[src/rtl/alu_control_decoder.sv]
`default_nettype none
// ============================================================================
// Module      : alu_control_decoder
// Description : RV32IM decode-stage control generator. Decodes INSTRUCTION
//               combinationally and registers the ALU select code plus the
//               operand/writeback/memory controls into the ID/EX register.
//               Keeps a sticky illegal-instruction flag and a counter of
//               latched valid instructions.
// Ports       : clk_i, reset_i (async, active-high)
//               instruction_i, pc_i, in_valid_i   - IF/ID inputs
//               stall_i, flush_i, clear_illegal_i - pipeline control
//               alu_select_o, op1_sel_o, op2_sel_o, immediate_o,
//               rs1/rs2/rd_addr_o, reg_write_en_o, mem_read_o, mem_write_o,
//               branch_o, jump_o, funct3_o, muldiv_o, pc_o, out_valid_o,
//               illegal_o, illegal_sticky_o, decode_count_o
// Revision    : 1.0 - initial release
// ============================================================================
module alu_control_decoder #(
  parameter int COUNT_W = 32
) (
  input  logic               clk_i,
  input  logic               reset_i,
  input  logic [31:0]        instruction_i,
  input  logic [31:0]        pc_i,
  input  logic               in_valid_i,
  input  logic               stall_i,
  input  logic               flush_i,
  input  logic               clear_illegal_i,
  output logic [3:0]         alu_select_o,
  output logic               op1_sel_o,
  output logic [1:0]         op2_sel_o,
  output logic [31:0]        immediate_o,
  output logic [4:0]         rs1_addr_o,
  output logic [4:0]         rs2_addr_o,
  output logic [4:0]         rd_addr_o,
  output logic               reg_write_en_o,
  output logic               mem_read_o,
  output logic               mem_write_o,
  output logic               branch_o,
  output logic               jump_o,
  output logic [2:0]         funct3_o,
  output logic               muldiv_o,
  output logic [31:0]        pc_o,
  output logic               out_valid_o,
  output logic               illegal_o,
  output logic               illegal_sticky_o,
  output logic [COUNT_W-1:0] decode_count_o
);

  localparam logic [3:0] ALU_FWD = 4'b0000, ALU_ADD = 4'b0001, ALU_AND = 4'b0010,
                         ALU_OR  = 4'b0011, ALU_XOR = 4'b0100, ALU_SLL = 4'b0101,
                         ALU_SRL = 4'b0110, ALU_SRA = 4'b0111, ALU_SUB = 4'b1000,
                         ALU_SLT = 4'b1001, ALU_SLTU = 4'b1010;

  localparam logic [1:0] OP2_RS2 = 2'b00, OP2_IMM = 2'b01, OP2_FOUR = 2'b10;

  localparam logic [6:0] OPC_LUI = 7'b0110111, OPC_AUIPC = 7'b0010111,
                         OPC_JAL = 7'b1101111, OPC_JALR  = 7'b1100111,
                         OPC_BR  = 7'b1100011, OPC_LOAD  = 7'b0000011,
                         OPC_ST  = 7'b0100011, OPC_OPIMM = 7'b0010011,
                         OPC_OP  = 7'b0110011;

  localparam logic [6:0] F7_BASE = 7'b0000000, F7_ALT = 7'b0100000, F7_MULDIV = 7'b0000001;

  // Field extraction
  logic [6:0] opcode, funct7;
  logic [2:0] funct3;
  logic [31:0] imm_i, imm_s, imm_b, imm_u, imm_j;

  assign opcode = instruction_i[6:0];
  assign funct3 = instruction_i[14:12];
  assign funct7 = instruction_i[31:25];
  assign imm_i  = {{20{instruction_i[31]}}, instruction_i[31:20]};
  assign imm_s  = {{20{instruction_i[31]}}, instruction_i[31:25], instruction_i[11:7]};
  assign imm_b  = {{19{instruction_i[31]}}, instruction_i[31], instruction_i[7],
                   instruction_i[30:25], instruction_i[11:8], 1'b0};
  assign imm_u  = {instruction_i[31:12], 12'b0};
  assign imm_j  = {{11{instruction_i[31]}}, instruction_i[31], instruction_i[19:12],
                   instruction_i[20], instruction_i[30:21], 1'b0};

  // Combinational decode results
  logic [3:0]  alu_d;
  logic        op1_d, rwe_d, mr_d, mw_d, br_d, jmp_d, md_d, legal_d;
  logic [1:0]  op2_d;
  logic [31:0] imm_d;
  logic [3:0]  alu_f3;

  // funct3 -> ALU code shared by OP and OP-IMM; shifts and SUB are resolved
  // separately because they also depend on funct7.
  always_comb begin
    alu_f3 = ALU_FWD;
    case (funct3)
      3'b000:  alu_f3 = ALU_ADD;
      3'b001:  alu_f3 = ALU_SLL;
      3'b010:  alu_f3 = ALU_SLT;
      3'b011:  alu_f3 = ALU_SLTU;
      3'b100:  alu_f3 = ALU_XOR;
      3'b101:  alu_f3 = ALU_SRL;
      3'b110:  alu_f3 = ALU_OR;
      default: alu_f3 = ALU_AND;
    endcase
  end

  always_comb begin
    alu_d   = ALU_FWD;
    op1_d   = 1'b0;
    op2_d   = OP2_RS2;
    imm_d   = 32'd0;
    rwe_d   = 1'b0;
    mr_d    = 1'b0;
    mw_d    = 1'b0;
    br_d    = 1'b0;
    jmp_d   = 1'b0;
    md_d    = 1'b0;
    legal_d = 1'b1;
    case (opcode)
      OPC_LUI: begin
        op2_d = OP2_IMM; imm_d = imm_u; rwe_d = 1'b1;
      end
      OPC_AUIPC: begin
        alu_d = ALU_ADD; op1_d = 1'b1; op2_d = OP2_IMM; imm_d = imm_u; rwe_d = 1'b1;
      end
      OPC_JAL: begin
        alu_d = ALU_ADD; op1_d = 1'b1; op2_d = OP2_FOUR; imm_d = imm_j;
        jmp_d = 1'b1; rwe_d = 1'b1;
      end
      OPC_JALR: begin
        alu_d = ALU_ADD; op1_d = 1'b1; op2_d = OP2_FOUR; imm_d = imm_i;
        jmp_d = 1'b1; rwe_d = 1'b1;
        legal_d = (funct3 == 3'b000);
      end
      OPC_BR: begin
        alu_d = ALU_SUB; imm_d = imm_b; br_d = 1'b1;
        legal_d = (funct3[2:1] != 2'b01);
      end
      OPC_LOAD: begin
        alu_d = ALU_ADD; op2_d = OP2_IMM; imm_d = imm_i; mr_d = 1'b1; rwe_d = 1'b1;
        legal_d = (funct3 != 3'b011) && (funct3[2:1] != 2'b11);
      end
      OPC_ST: begin
        alu_d = ALU_ADD; op2_d = OP2_IMM; imm_d = imm_s; mw_d = 1'b1;
        legal_d = (funct3[2] == 1'b0) && (funct3 != 3'b011);
      end
      OPC_OPIMM: begin
        op2_d = OP2_IMM; imm_d = imm_i; rwe_d = 1'b1; alu_d = alu_f3;
        if (funct3 == 3'b001) begin
          legal_d = (funct7 == F7_BASE);
        end else if (funct3 == 3'b101) begin
          if (funct7 == F7_ALT) alu_d = ALU_SRA;
          else legal_d = (funct7 == F7_BASE);
        end
      end
      OPC_OP: begin
        rwe_d = 1'b1;
        if (funct7 == F7_BASE) begin
          alu_d = alu_f3;
        end else if (funct7 == F7_ALT && funct3 == 3'b000) begin
          alu_d = ALU_SUB;
        end else if (funct7 == F7_ALT && funct3 == 3'b101) begin
          alu_d = ALU_SRA;
        end else if (funct7 == F7_MULDIV) begin
          md_d = 1'b1;  // result comes from the mul/div unit, ALU forwards
        end else begin
          legal_d = 1'b0;
        end
      end
      default: legal_d = 1'b0;
    endcase
    // An illegal instruction must never cause a side effect downstream.
    if (!legal_d) begin
      alu_d = ALU_FWD; op1_d = 1'b0; op2_d = OP2_RS2; imm_d = 32'd0;
      rwe_d = 1'b0; mr_d = 1'b0; mw_d = 1'b0; br_d = 1'b0; jmp_d = 1'b0; md_d = 1'b0;
    end
  end

  logic load_valid, bubble, sticky_d;
  assign load_valid = in_valid_i && !stall_i && !flush_i;
  assign bubble     = flush_i || (!stall_i && !in_valid_i);
  // Set beats clear when both occur on the same edge.
  assign sticky_d   = (illegal_sticky_o && !clear_illegal_i) || (load_valid && !legal_d);

  always_ff @(posedge clk_i or posedge reset_i) begin
    if (reset_i) begin
      alu_select_o <= 4'd0;  op1_sel_o   <= 1'b0;  op2_sel_o   <= 2'd0;
      immediate_o  <= 32'd0; rs1_addr_o  <= 5'd0;  rs2_addr_o  <= 5'd0;
      rd_addr_o    <= 5'd0;  reg_write_en_o <= 1'b0; mem_read_o <= 1'b0;
      mem_write_o  <= 1'b0;  branch_o    <= 1'b0;  jump_o      <= 1'b0;
      funct3_o     <= 3'd0;  muldiv_o    <= 1'b0;  pc_o        <= 32'd0;
      out_valid_o  <= 1'b0;  illegal_o   <= 1'b0;
      illegal_sticky_o <= 1'b0;
      decode_count_o   <= '0;
    end else begin
      if (bubble) begin
        alu_select_o <= 4'd0;  op1_sel_o   <= 1'b0;  op2_sel_o   <= 2'd0;
        immediate_o  <= 32'd0; rs1_addr_o  <= 5'd0;  rs2_addr_o  <= 5'd0;
        rd_addr_o    <= 5'd0;  reg_write_en_o <= 1'b0; mem_read_o <= 1'b0;
        mem_write_o  <= 1'b0;  branch_o    <= 1'b0;  jump_o      <= 1'b0;
        funct3_o     <= 3'd0;  muldiv_o    <= 1'b0;  pc_o        <= 32'd0;
        out_valid_o  <= 1'b0;  illegal_o   <= 1'b0;
      end else if (!stall_i) begin
        alu_select_o   <= alu_d;
        op1_sel_o      <= op1_d;
        op2_sel_o      <= op2_d;
        immediate_o    <= imm_d;
        rs1_addr_o     <= instruction_i[19:15];
        rs2_addr_o     <= instruction_i[24:20];
        rd_addr_o      <= instruction_i[11:7];
        reg_write_en_o <= rwe_d;
        mem_read_o     <= mr_d;
        mem_write_o    <= mw_d;
        branch_o       <= br_d;
        jump_o         <= jmp_d;
        funct3_o       <= funct3;
        muldiv_o       <= md_d;
        pc_o           <= pc_i;
        out_valid_o    <= 1'b1;
        illegal_o      <= !legal_d;
      end
      illegal_sticky_o <= sticky_d;
      if (load_valid) decode_count_o <= decode_count_o + 1'b1;
    end
  end

endmodule
`default_nettype wire

[config.mk]
export PLATFORM = sky130hd
export DESIGN_NAME = alu_control_decoder
export DESIGN_NICKNAME = d
export VERILOG_FILES = /design/src/rtl/alu_control_decoder.sv
export SDC_FILE = /design/constraint.sdc
export NUM_CORES = 1
export LEC_CHECK = 0
export BUFFER_PORTS_ARGS = -buffer_cell sky130_fd_sc_hd__buf_2
export CORE_MARGIN = 3
export CORE_UTILIZATION = 40
export CTS_BUF_LIST = sky130_fd_sc_hd__clkbuf_8
export DETAILED_ROUTE_END_ITERATION = 8
export HOLD_SLACK_MARGIN = 0.03
export PLACE_DENSITY_LB_ADDON = 0.1
export SYNTH_ARGS = -nofsm -noshare
export SYNTH_HDL_FRONTEND = slang
export SYNTH_SLANG_ARGS = --single-unit
[constraint.sdc]
create_clock -name clk_i -period 3.9 [get_ports clk_i]
set_input_delay 0.39 -clock clk_i [delete_from_list [all_inputs] [get_ports clk_i]]
set_output_delay 0.39 -clock clk_i [all_outputs]
set_load 0.1 [all_outputs]
### Yosys cells after proc, flatten, opt, wreduce, memory -nomap -nowiden

Cells that the tools add are included.

| operators by class | value |
|---|---|
| add/sub/neg operators | 1 |
| equal/unequal tests | 21 |
| muxes and demuxes | 72 |
| bitwise gates (word level) | 1 |
| reductions and logical operators | 26 |

Operators with widths:

| cell | number |
|---|---|
| two-way mux 32 bit | 5 |
| one-hot mux 32 bit (5 select lines) | 1 |
| two-way mux 1 bit | 42 |
| adder 32 x 1 -> 32 bit (second input constant) | 1 |
| two-way mux 4 bit | 8 |
| two-way mux 5 bit | 6 |
| equality test 7 x 6 -> 1 bit (second input constant) | 4 |
| one-hot mux 4 bit (7 select lines) | 1 |
| equality test 7 bit (second input constant) | 3 |
| one-hot mux 4 bit (4 select lines) | 1 |
| equality test 7 x 5 -> 1 bit (second input constant) | 2 |
| OR reduction 5 bit | 2 |
| equality test 3 bit (second input constant) | 3 |
| logical AND 1 bit | 9 |
| two-way mux 3 bit | 3 |
| OR reduction 3 bit | 3 |
| equality test 7 x 1 -> 1 bit (second input constant) | 1 |
| equality test 7 x 2 -> 1 bit (second input constant) | 1 |
| logical NOT 7 bit | 1 |
| one-hot mux 1 bit (7 select lines) | 1 |
| OR reduction 7 bit | 1 |
| equality test 3 x 2 -> 1 bit (second input constant) | 2 |
| two-way mux 2 bit | 3 |
| logical NOT 1 bit | 5 |
| 9 further kinds | 12 |

| storage, ports and cells | value |
|---|---|
| flip-flop bits (word level) | 130 |
| bits of input ports | 70 |
| output and inout bits | 130 |
| word-level logic and storage cells | 140 |

### Depth between registers and ports, before layout

Gate-level depths: netlist of run 1.

| logic depth | value |
|---|---|
| depth after elaboration | 9 |
| depth in mapped cells | 7 |
| mapped depth without buffers | 6 |

### Worst setup path after synthesis of run 1

Ideal clock, no wire load.

| timing | value |
|---|---|
| path kind | register to register |
| start | reg decode_count_o[10] |
| end | reg decode_count_o[29] |
| library setup time | 0.158 ns |
| arrival | 2.301 ns |
| required time | 3.742 ns |
| slack | 1.440 ns |
| stages on the path, launching flop included | 8 |
| path buffers | 1 |
| clock period less this slack | 2.460 ns |
| cells stage by stage | dfrtp_1 and3_1 and3_1 clkbuf_1 nand3_1 nor2_1 nand4_1 xnor2_1 |

| on the way | value |
|---|---|
| word-level cells in the longest chain between the ends | 1 |

Ends and longest elaborated chain:

| item | RTL line | text |
|---|---|---|
| from (decl) | 47 | `output logic [COUNT_W-1:0] decode_count_o` |
| from (signal assigned) | 220 | `if (load_valid) decode_count_o <= decode_count_o + 1'b1;` |
| adder 32 x 1 -> 32 bit | 220 |  |

Every way passes these cells.
A chain may end at the register's enable or synchronous reset.

### Worst setup path in the final report of run 1

| timing | value |
|---|---|
| start | in instruction_i[6] |
| end | reg immediate_o[9] |

| on the way | value |
|---|---|
| word-level cells in the longest chain between the ends | 6 |
| elaborated cells between the ends (all ways) | 17 |
| those cells by class | eq/ne (9); mux (5); reduce/logical (3) |

Ends and longest elaborated chain:

| item | RTL line | text |
|---|---|---|
| from (decl) | 23 | `input logic [31:0] instruction_i,` |
| equality test 7 bit, or another cell as far along | 116 | `case (opcode)` |
| OR reduction 3 bit (no source line) / OR reduction 2 bit (equally long branches) | n/a |  |
| one-hot mux 1 bit (7 select lines) / one-hot mux 32 bit (5 select lines) (equally long branches) | 116 |  |
| two-way mux 32 bit * | 170 | `if (!legal_d) begin` |
| two-way mux 32 bit * | 200 | `end else if (!stall_i) begin` |
| two-way mux 32 bit * | 193 | `if (bubble) begin` |
| to (signal assigned) | 204 | `immediate_o <= imm_d;` |
| to (decl) | 32 | `output logic [31:0] immediate_o,` |

Every way passes the cells marked *; elsewhere a longest branch is shown, timed or not. The select of a mux whose other input is x is not followed.

==> results of run 1 <==
placed cells by master (no fill, tap or decap), types with 2 or more instances in the layout:
cell type / netlist / layout
a21o_1: 3 / 3
a21oi_1: 27 / 27
a22o_1: 56 / 56
a22oi_1: 5 / 5
and2_1: 3 / 3
and3_1: 6 / 6
and4_1: 3 / 3
buf_2: 4 / 199
buf_4: 1 / 6
bufinv_16: 0 / 3
clkbuf_8: 0 / 19
clkinv_2: 0 / 6
clkinvlp_4: 0 / 2
dfrtp_1: 130 / 130
inv_1: 9 / 10
nand2_1: 62 / 62
nand2b_1: 7 / 7
nand3_1: 10 / 10
nand4_1: 5 / 5
nand4b_1: 2 / 2
nor2_1: 22 / 22
nor2b_1: 3 / 2
nor3_1: 5 / 5
nor4_1: 3 / 3
o21ai_0: 42 / 42
o31ai_1: 3 / 3
o41ai_1: 2 / 2
xnor2_1: 21 / 21
xor2_1: 10 / 10
critical path, stage by stage:
cell and delay, ns:
buf_2 0.14, nand2b_1 0.25, nor3_4 0.52, o21bai_4 0.34, o41ai_4 0.13, buf_4 0.27
a211oi_2 0.44, a22o_1 0.20
metrics by stage:
stage,setup slack [ns],cells
after detailed placement,1.15,850
final,1.59,882
after floorplan,0.0407,498
after global placement,1.26,850
after CTS,1.63,882
after global routing,1.45,882
layer usage:
metal | track usage | wire [um] | vias up
li1 | - | - | 2180
met1 | 0.275 | 6870 | 2295
met2 | 0.326 | 7520 | 179
met3 | 0.0636 | 1100 | 24
met4 | 0.0643 | 281 | 0
met5 | 0 | 0 | -
flip-flops by register name, indices dropped and copies added, names as in the netlist, 2 cells and up:
signal / cells
immediate_o: 32
funct3_o: 3
op2_sel_o: 2
rd_addr_o: 5
rs1_addr_o: 5
alu_select_o: 4
decode_count_o: 32
rs2_addr_o: 5
pc_o: 32
cells by family after synthesis:
group,after synthesis,share of synthesized area
mux,2,0.00383
flops,130,0.585
simple gates,143,0.133
buf+inv,38,0.0286
fa+ha+maj,1,0.00225
compound gates,153,0.199
xor+xnor,31,0.0488
cell type report:
class	count	area, um2
flip-flops and latches	130	3250
well taps	176	220
multi-input cells	330	2160
clock buffers	19	262
fillers	1256	6280
repair buffers	205	1040
clock inverters	13	143
inverters	9	38.8
power by group:
| group | leakage [nW] | total, mW | switching (mW) | internal [mW] |
|---|---|---|---|---|
| sequential | 1.77 | 1.43 | 0.0397 | 1.39 |
| combinational | 1.78 | 0.593 | 0.483 | 0.110 |
| clock | 0.213 | 1.16 | 0.502 | 0.654 |
how the worst max path moves through the flow:
stage	slack, ns	end	startpoint
after CTS	1.63	immediate_o[9]	instruction_i[6]
after detailed placement	1.15	immediate_o[9]	instruction_i[6]
after floorplan	0.04	alu_select_o[0]	reset_i
after global routing	1.45	immediate_o[5]	instruction_i[4]
after global placement	1.26	immediate_o[7]	instruction_i[6]
final	1.59	immediate_o[9]	instruction_i[6]
==> results.sh, run 1 <==
export IMPL_synth_edff_count=0
export IMPL_drv_cap=0
export IMPL_grt_pass1_wl_um=24200
export IMPL_overflow=0
export IMPL_finalCritPeriodShare=0.593
export IMPL_yosysWarnings=0
export IMPL_synthTopCellsByArea="dfrtp_1 59%, a22o_1 8.8%, nand2_1 4.2%"
export IMPL_grt_max_degree=98
export IMPL_yosys_area_top_type="dfrtp_1"
export IMPL_drc=0
export IMPL_synthTopCellsByCount="130 x dfrtp_1, 62 x nand2_1, 56 x a22o_1"
export IMPL_criticalPathCategory="in2reg"
export IMPL_ant_nets=0
export IMPL_holdBufCountCts=0
export IMPL_final_area_um2=7120
export IMPL_synth_nets=569
export IMPL_dr_pass1_iters=4
export IMPL_post_route_min_period_ns=2.31
export IMPL_synthToLayoutAreaGrowth_pct=28.0
export IMPL_syn_inst=498
export IMPL_nNetsFinal=764
export IMPL_crit_fanout=34
export IMPL_clkLatencyLatePin_ns=0.43
export IMPL_cp_data_arrival_time_ns=2.68
export IMPL_end_kind="register"
export IMPL_worst_pin_slew_ns=1.02
export IMPL_power_mw=3.18
export IMPL_ios=200
export IMPL_cts_tree="done"
export IMPL_setup_viol=0
export IMPL_status="complete, no violations"
export IMPL_clkTransAtPathRegs_ns=0.07
export IMPL_wl_per_cell_um=17.9
export IMPL_drive_gt1_frac=0.357
export IMPL_p_per_area_nw_per_um2=447
export IMPL_drt_iter0_drc=245
export IMPL_p_leak_nw=3.77
export IMPL_grt_pass1_vias=4546
export IMPL_fmax_mhz=433
export IMPL_peakVddDrop_uv=209
export IMPL_cts_max_path_buffers=2
export IMPL_required_ns=4.27
export IMPL_synth_area_um2=5560
export IMPL_seq_area_frac_synth=0.585
export IMPL_wirelength_um=15800
export IMPL_track_usage=0.207
export IMPL_via_per_inst=5.30
export IMPL_timing_hold_ws_ns=0.0891
export IMPL_die_w_um=124
export IMPL_cp_start_kind="input pin"
export IMPL_hold_class="in2async"
export IMPL_synth_distinct_cells=58
export IMPL_setup_tns_ns=0
export IMPL_synth_top_area_frac=0.585
export IMPL_postPlaceCellArea_um2=6710
export IMPL_synth_avg_cell_area_um2=11.2
export IMPL_die_area_um2=15300
export IMPL_dpl_hpwl_um=11200
export IMPL_cts_htree_levels=4
export IMPL_initial_core_util=0.415
export IMPL_rsz0062_at_grt="no"
export IMPL_antenna_found_initial=0
export IMPL_rr_startpoint="decode_count_o[2]"
export IMPL_relSlewSlack=0.318
export IMPL_die_h_um=124
export IMPL_postCtsSetupBuffers=0
export IMPL_clock_sinks=130
export IMPL_worst_r2r_path_depth=6
export IMPL_diodes=0
export IMPL_rrSetupSlack_ns=1.93
export IMPL_finalHoldViolCount=0
export IMPL_cts_buffers=17
export IMPL_cts_resized=0
export IMPL_via_count=4678
export IMPL_skew_ns=0.00861
export IMPL_gp_congestion=0.929
export IMPL_port_buffers=199
export IMPL_async_reset_ff_frac=1.00
export IMPL_r2r_end="decode_count_o[29]"
export IMPL_yosysMostFrequentCell="dfrtp_1"
export IMPL_rows=42
export IMPL_fp_coreArea_um2=13400
export IMPL_slew_violations=0
export IMPL_utilization=0.531
export IMPL_root_buffer="clkbuf_8"
export IMPL_ys_ff_latch=130
export IMPL_ys_flop_type="dfrtp_1"
(Power assumes the default switching activity.)
==> run 2, diff against run 1 <==
Settings changed: ABC_AREA set to 1.
Clock period 3.9 ns to 1.95 ns, I/O delays scaled along.
==> results.sh, run 2 <==
export IMPL_startpoint="decode_count_o[0]"
export IMPL_worst_r2r_path_depth=10
export IMPL_via_count=5606
export IMPL_top_regs="decode_count_o: 32 flops, immediate_o: 32 flops, pc_o: 32 flops"
export IMPL_yosys_area_top_type="dfrtp_1"
export IMPL_slew_violations=0
export IMPL_peakVddDrop_uv=432
export IMPL_die_area_um2=16500
export IMPL_postCtsSetupBuffers=0
export IMPL_initial_core_util=0.412
export IMPL_drt_iter0_drc=414
export IMPL_routed_wl_met3_um=1180
export IMPL_drv_cap=0
export IMPL_port_buffers=199
export IMPL_cp_start_kind="register"
export IMPL_nNetsFinal=1011
export IMPL_yosysMostFrequentCell="nand2_1"
export IMPL_synth_avg_cell_area_um2=8.71
export IMPL_fmax_mhz=577
export IMPL_post_route_min_period_ns=1.73
export IMPL_cts_tree="done"
export IMPL_ys_ff_latch=130
export IMPL_synthToLayoutAreaGrowth_pct=36.3
export IMPL_grt_pass1_wl_um=28300
export IMPL_wirelength_um=17700
export IMPL_grt_max_degree=99
export IMPL_hold_depth=3
export IMPL_clkTransAtPathRegs_ns=0.08
export IMPL_async_reset_ff_frac=1.00
export IMPL_grt_pass1_vias=5497
export IMPL_synth_edff_count=0
export IMPL_gp_congestion=0.922
export IMPL_hold_class="in2reg"
export IMPL_required_ns=2.28
export IMPL_dp_slack_ns=0.165
export IMPL_relSlewSlack=0.657
export IMPL_cts_buffers=17
export IMPL_synth_top_area_frac=0.542
export IMPL_timing_hold_ws_ns=0.0669
export IMPL_finalCritPeriodShare=0.889
export IMPL_setup_ws_ns=0.216
export IMPL_setup_viol=0
export IMPL_die_w_um=129
export IMPL_cp_data_arrival_time_ns=2.07
export IMPL_wl_met2_um=8080
export IMPL_synth_distinct_cells=34
export IMPL_track_usage=0.216
export IMPL_rsz0062_at_grt="no"
export IMPL_final_cell_mix="208 x nand2_1, 199 x buf_2, 112 x dfrtp_1"
export IMPL_synth_area_um2=6000
export IMPL_synthTopCellsByArea="dfrtp_1 54%, nand2_1 13%, a22o_1 4.7%"
export IMPL_via_per_inst=4.93
export IMPL_skew_ns=0.00877
export IMPL_setup_tns_ns=0
export IMPL_p_per_area_nw_per_um2=887
export IMPL_yosysWarnings=0
export IMPL_p_leak_nw=4.55
export IMPL_finalHoldViolCount=0
export IMPL_diodes=0
export IMPL_drive_gt1_frac=0.308
export IMPL_syn_inst=689
export IMPL_dpl_hpwl_um=12700
export IMPL_fp_coreArea_um2=14600
export IMPL_rr_startpoint="decode_count_o[0]"
export IMPL_root_buffer="clkbuf_8"
export IMPL_end_kind="register"
export IMPL_drc=0
export IMPL_cts_max_path_buffers=2
export IMPL_crit_fanout=5
export IMPL_utilization=0.561
export IMPL_overflow=0
export IMPL_ys_flop_type="dfrtp_1"
export IMPL_rows=44
export IMPL_criticalPathCategory="reg2reg"
export IMPL_worst_pin_slew_ns=0.518
export IMPL_clock_sinks=130
export IMPL_hold_path_startpoint="instruction_i[18]"
export IMPL_met1_length_um=8280
export IMPL_synth_nets=760
export IMPL_cts_htree_levels=4
export IMPL_mostFrequentLayoutCell="nand2_1"
export IMPL_die_h_um=129
export IMPL_wl_per_cell_um=15.6
export IMPL_ios=200
export IMPL_antenna_found_initial=0
export IMPL_top_layer="met4"
export IMPL_ant_nets=0
export IMPL_seq_area_frac_synth=0.542
export IMPL_status="complete, no violations"
export IMPL_clkLatencyLatePin_ns=0.43
export IMPL_synthTopCellsByCount="208 x nand2_1, 130 x dfrtp_1, 54 x nor2_1"
export IMPL_dr_pass1_iters=5
[run 2: final timing paths]
kind                                           end  slack (ns)
worst max-delay path            decode_count_o[28]        0.22
worst min-delay path                 rs1_addr_o[3]        0.07
worst max register to register  decode_count_o[28]        0.22
worst min register to register     immediate_o[18]        0.48
max in group asynchronous             rd_addr_o[3]        1.07
min in group asynchronous                  pc_o[6]        0.24
[run 2: cell type report]
class | count | area, um2
Timing Repair Buffer | 259 | 1610
Multi-Input combinational cell | 474 | 2400
Tap cell | 184 | 230
Clock inverter | 9 | 128
Inverter | 58 | 223
Fill cell | 1384 | 6410
Clock buffer | 23 | 317
Sequential cell | 130 | 3280
[run 2: where the power goes]
group / internal, mW / switching [mW] / total [mW]
Combinational: 0.351 / 1.44 / 1.79
Clock: 1.47 / 1.05 / 2.51
Sequential: 2.84 / 0.113 / 2.96
Total: 4.66 / 2.60 / 7.26
[run 2: cell families (layout without fill, tap and decap cells)]
family                   after synthesis  after routing  synth area share
XOR/XNOR                              28             28            0.0408
flip-flops                           130            130             0.542
AND/OR/NAND/NOR                      352            352             0.251
adder cells (fa/ha/maj)                1              1           0.00208
buffers and inverters                 85            349            0.0598
AO/OA/AOI/OAI                         93             93             0.105
[run 2: repair_timing]
action,4_1_cts,5_1_grt
endpoints found under the hold margin,136,0
hold buffers,39,0
resized for setup,0,0
[run 2: layer usage]
metal  track usage  vias to the layer above
li1              -                     2747
met1         0.311                     2655
met2         0.332                      198
met3        0.0461                        6
met4        0.0611                        0
met5             0                        -
[run 2: through the flow]
step / instances / power (mW) / instance area [um2]
2_1_floorplan: 689 / 4.34 / 6030
3_3_place_gp: 1066 / 4.73 / 7350
3_5_place_dp: 1066 / 4.75 / 7350
4_1_cts: 1137 / 7.32 / 8180
5_1_grt: 1137 / 7.55 / 8180
6_report: 1137 / 7.26 / 8180
[run 2: critical path, cell delays in order (launching register included)]
cell and delay (ns):
dfrtp_2 0.40, ha_1 0.19, inv_1 0.06, nor2_1 0.18, nand4_2 0.18, nor2_2 0.21, nand2_2 0.11, nor2_4 0.15
nand2_1 0.06, nand2_1 0.06, nand2_1 0.05
==> run 3, diff against run 2 <==
--- a/constraint.sdc
+++ b/constraint.sdc
@@ -3,2 +3,2 @@
 set_output_delay 0.195 -clock clk_i [all_outputs]
-set_load 0.1 [all_outputs]
+set_load 0.05 [all_outputs]
==> results.sh, run 3 (synthesized netlist as in run 2, its figures left out) <==
export IMPL_status="complete, no violations"
export IMPL_crit_fanout=5
export IMPL_cts_tree="done"
export IMPL_cp_start_kind="register"
export IMPL_pwr_share_comb=0.187
export IMPL_ant_nets=0
export IMPL_slowest_delay_ns=0.40
export IMPL_finalHoldViolCount=0
export IMPL_wirelength_um=17800
export IMPL_cts_resized=0
export IMPL_cp_data_arrival_time_ns=2.05
export IMPL_cts_buffers=17
export IMPL_ios=200
export IMPL_clkLatencyLatePin_ns=0.44
export IMPL_fillers=1387
export IMPL_end_kind="register"
export IMPL_overflow=0
export IMPL_netSwitchingPower_mw=2.07
export IMPL_critPathTopFamily="simple AND/OR/NAND/NOR gates"
export IMPL_grt_pass1_wl_um=28600
export IMPL_gp_congestion=0.903
export IMPL_drt_iter0_drc=410
export IMPL_rrSetupSlack_ns=0.23
export IMPL_via_count=5688
export IMPL_synthToLayoutAreaGrowth_pct=34.6
export IMPL_setup_tns_ns=0
export IMPL_p_per_area_nw_per_um2=825
export IMPL_cts_max_path_buffers=2
export IMPL_drc=0
export IMPL_drive_gt1_frac=0.287
export IMPL_critical_path_buf_inv_count=0
export IMPL_die_area_um2=16500
export IMPL_required_ns=2.28
export IMPL_placedCellCount=1062
export IMPL_postCtsSetupBuffers=0
export IMPL_dr_pass1_iters=4
export IMPL_criticalPathCategory="reg2reg"
export IMPL_finalCritPeriodShare=0.883
export IMPL_p_int_mw=4.60
export IMPL_slowest_stage="dfrtp_1"
export IMPL_relSlewSlack=0.313
export IMPL_antenna_found_initial=0
export IMPL_diodes=0
export IMPL_port_buffers=199
export IMPL_worst_pin_slew_ns=1.03
export IMPL_dpl_hpwl_um=12700
export IMPL_root_buffer="clkbuf_8"
export IMPL_wl_per_cell_um=15.7
export IMPL_fmax_mhz=581
export IMPL_final_cell_mix="208 x nand2_1, 199 x buf_2, 130 x dfrtp_1"
export IMPL_timing_hold_ws_ns=0.0608
export IMPL_mostFrequentLayoutCell="nand2_1"
export IMPL_track_usage=0.219
export IMPL_drv_cap=0
export IMPL_rsz0062_at_grt="no"
export IMPL_seqPwrFrac=0.441
export IMPL_post_route_min_period_ns=1.72
export IMPL_fp_coreArea_um2=14600
export IMPL_grt_pass1_vias=5582
export IMPL_p_leak_nw=4.54
export IMPL_rows=44
export IMPL_setup_viol=0
export IMPL_initial_core_util=0.412
export IMPL_p_clk_frac=0.372
export IMPL_grt_max_degree=99
export IMPL_via_per_inst=5.02
export IMPL_clock_sinks=130
export IMPL_slew_violations=0
export IMPL_die_h_um=129
export IMPL_peakVddDrop_uv=344
export IMPL_hold_class="in2reg"
export IMPL_skew_ns=0.00614
export IMPL_clkTransAtPathRegs_ns=0.07
export IMPL_cts_htree_levels=4
export IMPL_top_regs="decode_count_o: 32 flops, immediate_o: 32 flops, pc_o: 32 flops"
export IMPL_worstPathCellList="nand2_1 -> nor2_1 -> nand2_1 -> nor2_2 -> nand2_1 -> nor2_1 -> nand2_1 -> xnor2_1"
export IMPL_cpMostUsedCell="nand2_1"
export IMPL_nNetsFinal=1006
export IMPL_swShare=0.310
export IMPL_die_w_um=129
export IMPL_final_cells=1132
-- run 3: cell count changes in the layout (fill, tap and decap cells not counted), sizes merged --
cell | before | now
buf | 220 | 216
clkinvlp | 2 | 3
clkbuf | 23 | 22
dlygate4sd3 | 39 | 38
-- run 3: timing repair --
item | 4_1_cts | 5_1_grt
hold buffers | 38 | 0
endpoints found under the setup margin | 0 | 0
hold endpoints to repair | 167 | 0
-- run 3: worst reg2reg max path: cells and delay by family, from the launching register on --
family | cells | cell delay (ns)
AND/OR/NAND/NOR | 7 | 1.09
flip-flops | 1 | 0.40
XOR/XNOR | 1 | 0.14
-- run 3: path summary, 6_finish.rpt --
path	depth (start not counted)	from	end
setup / recovery	8	decode_count_o[4]	decode_count_o[29]
setup reg to reg	8	decode_count_o[4]	decode_count_o[29]
hold / removal	3	instruction_i[15]	rs1_addr_o[0]
hold reg to reg	2	immediate_o[25]	immediate_o[25]
min in group asynchronous	4	reset_i	decode_count_o[2]
max in group asynchronous	4	reset_i	immediate_o[6]
-- run 3: per-layer routing --
metal	vias up	GRT usage	share of wire	routed length, um
met5	-	0	0	0
met4	0	0.0815	0.020	349
met3	30	0.0502	0.069	1220
met2	202	0.335	0.45	8070
met1	2727	0.306	0.46	8170
li1	2729	-	-	-
-- run 3: power by group through the flow --
stage	Clock (mW)	Sequential (mW)	Combinational, mW
after floorplan	0	3.47	0.340
after global placement	0	2.99	1.18
after detailed placement	0	3.00	1.20
after CTS	2.55	2.95	1.26
after global routing	2.66	2.96	1.33
final	2.48	2.94	1.25
-- run 3: through the flow --
step | instance area (um2) | utilization | power [mW] | setup slack, ns
6_report | 8080 | 0.554 | 6.67 | 0.228
3_3_place_gp | 7270 | 0.498 | 4.17 | 0.113
3_5_place_dp | 7270 | 0.498 | 4.19 | 0.103
4_1_cts | 8080 | 0.554 | 6.75 | 0.227
5_1_grt | 8080 | 0.554 | 6.95 | 0.00645
2_1_floorplan | 6010 | - | 3.81 | 0.0530
-- run 3: final cells by class --
class	count	area [um2]	area share
clock buffers	22	303	0.0375
clock inverters	10	131	0.0163
inverters	58	223	0.0275
multi-input cells	474	2400	0.297
well taps	184	230	0.0285
repair buffers	254	1540	0.191
flip-flops and latches	130	3250	0.402
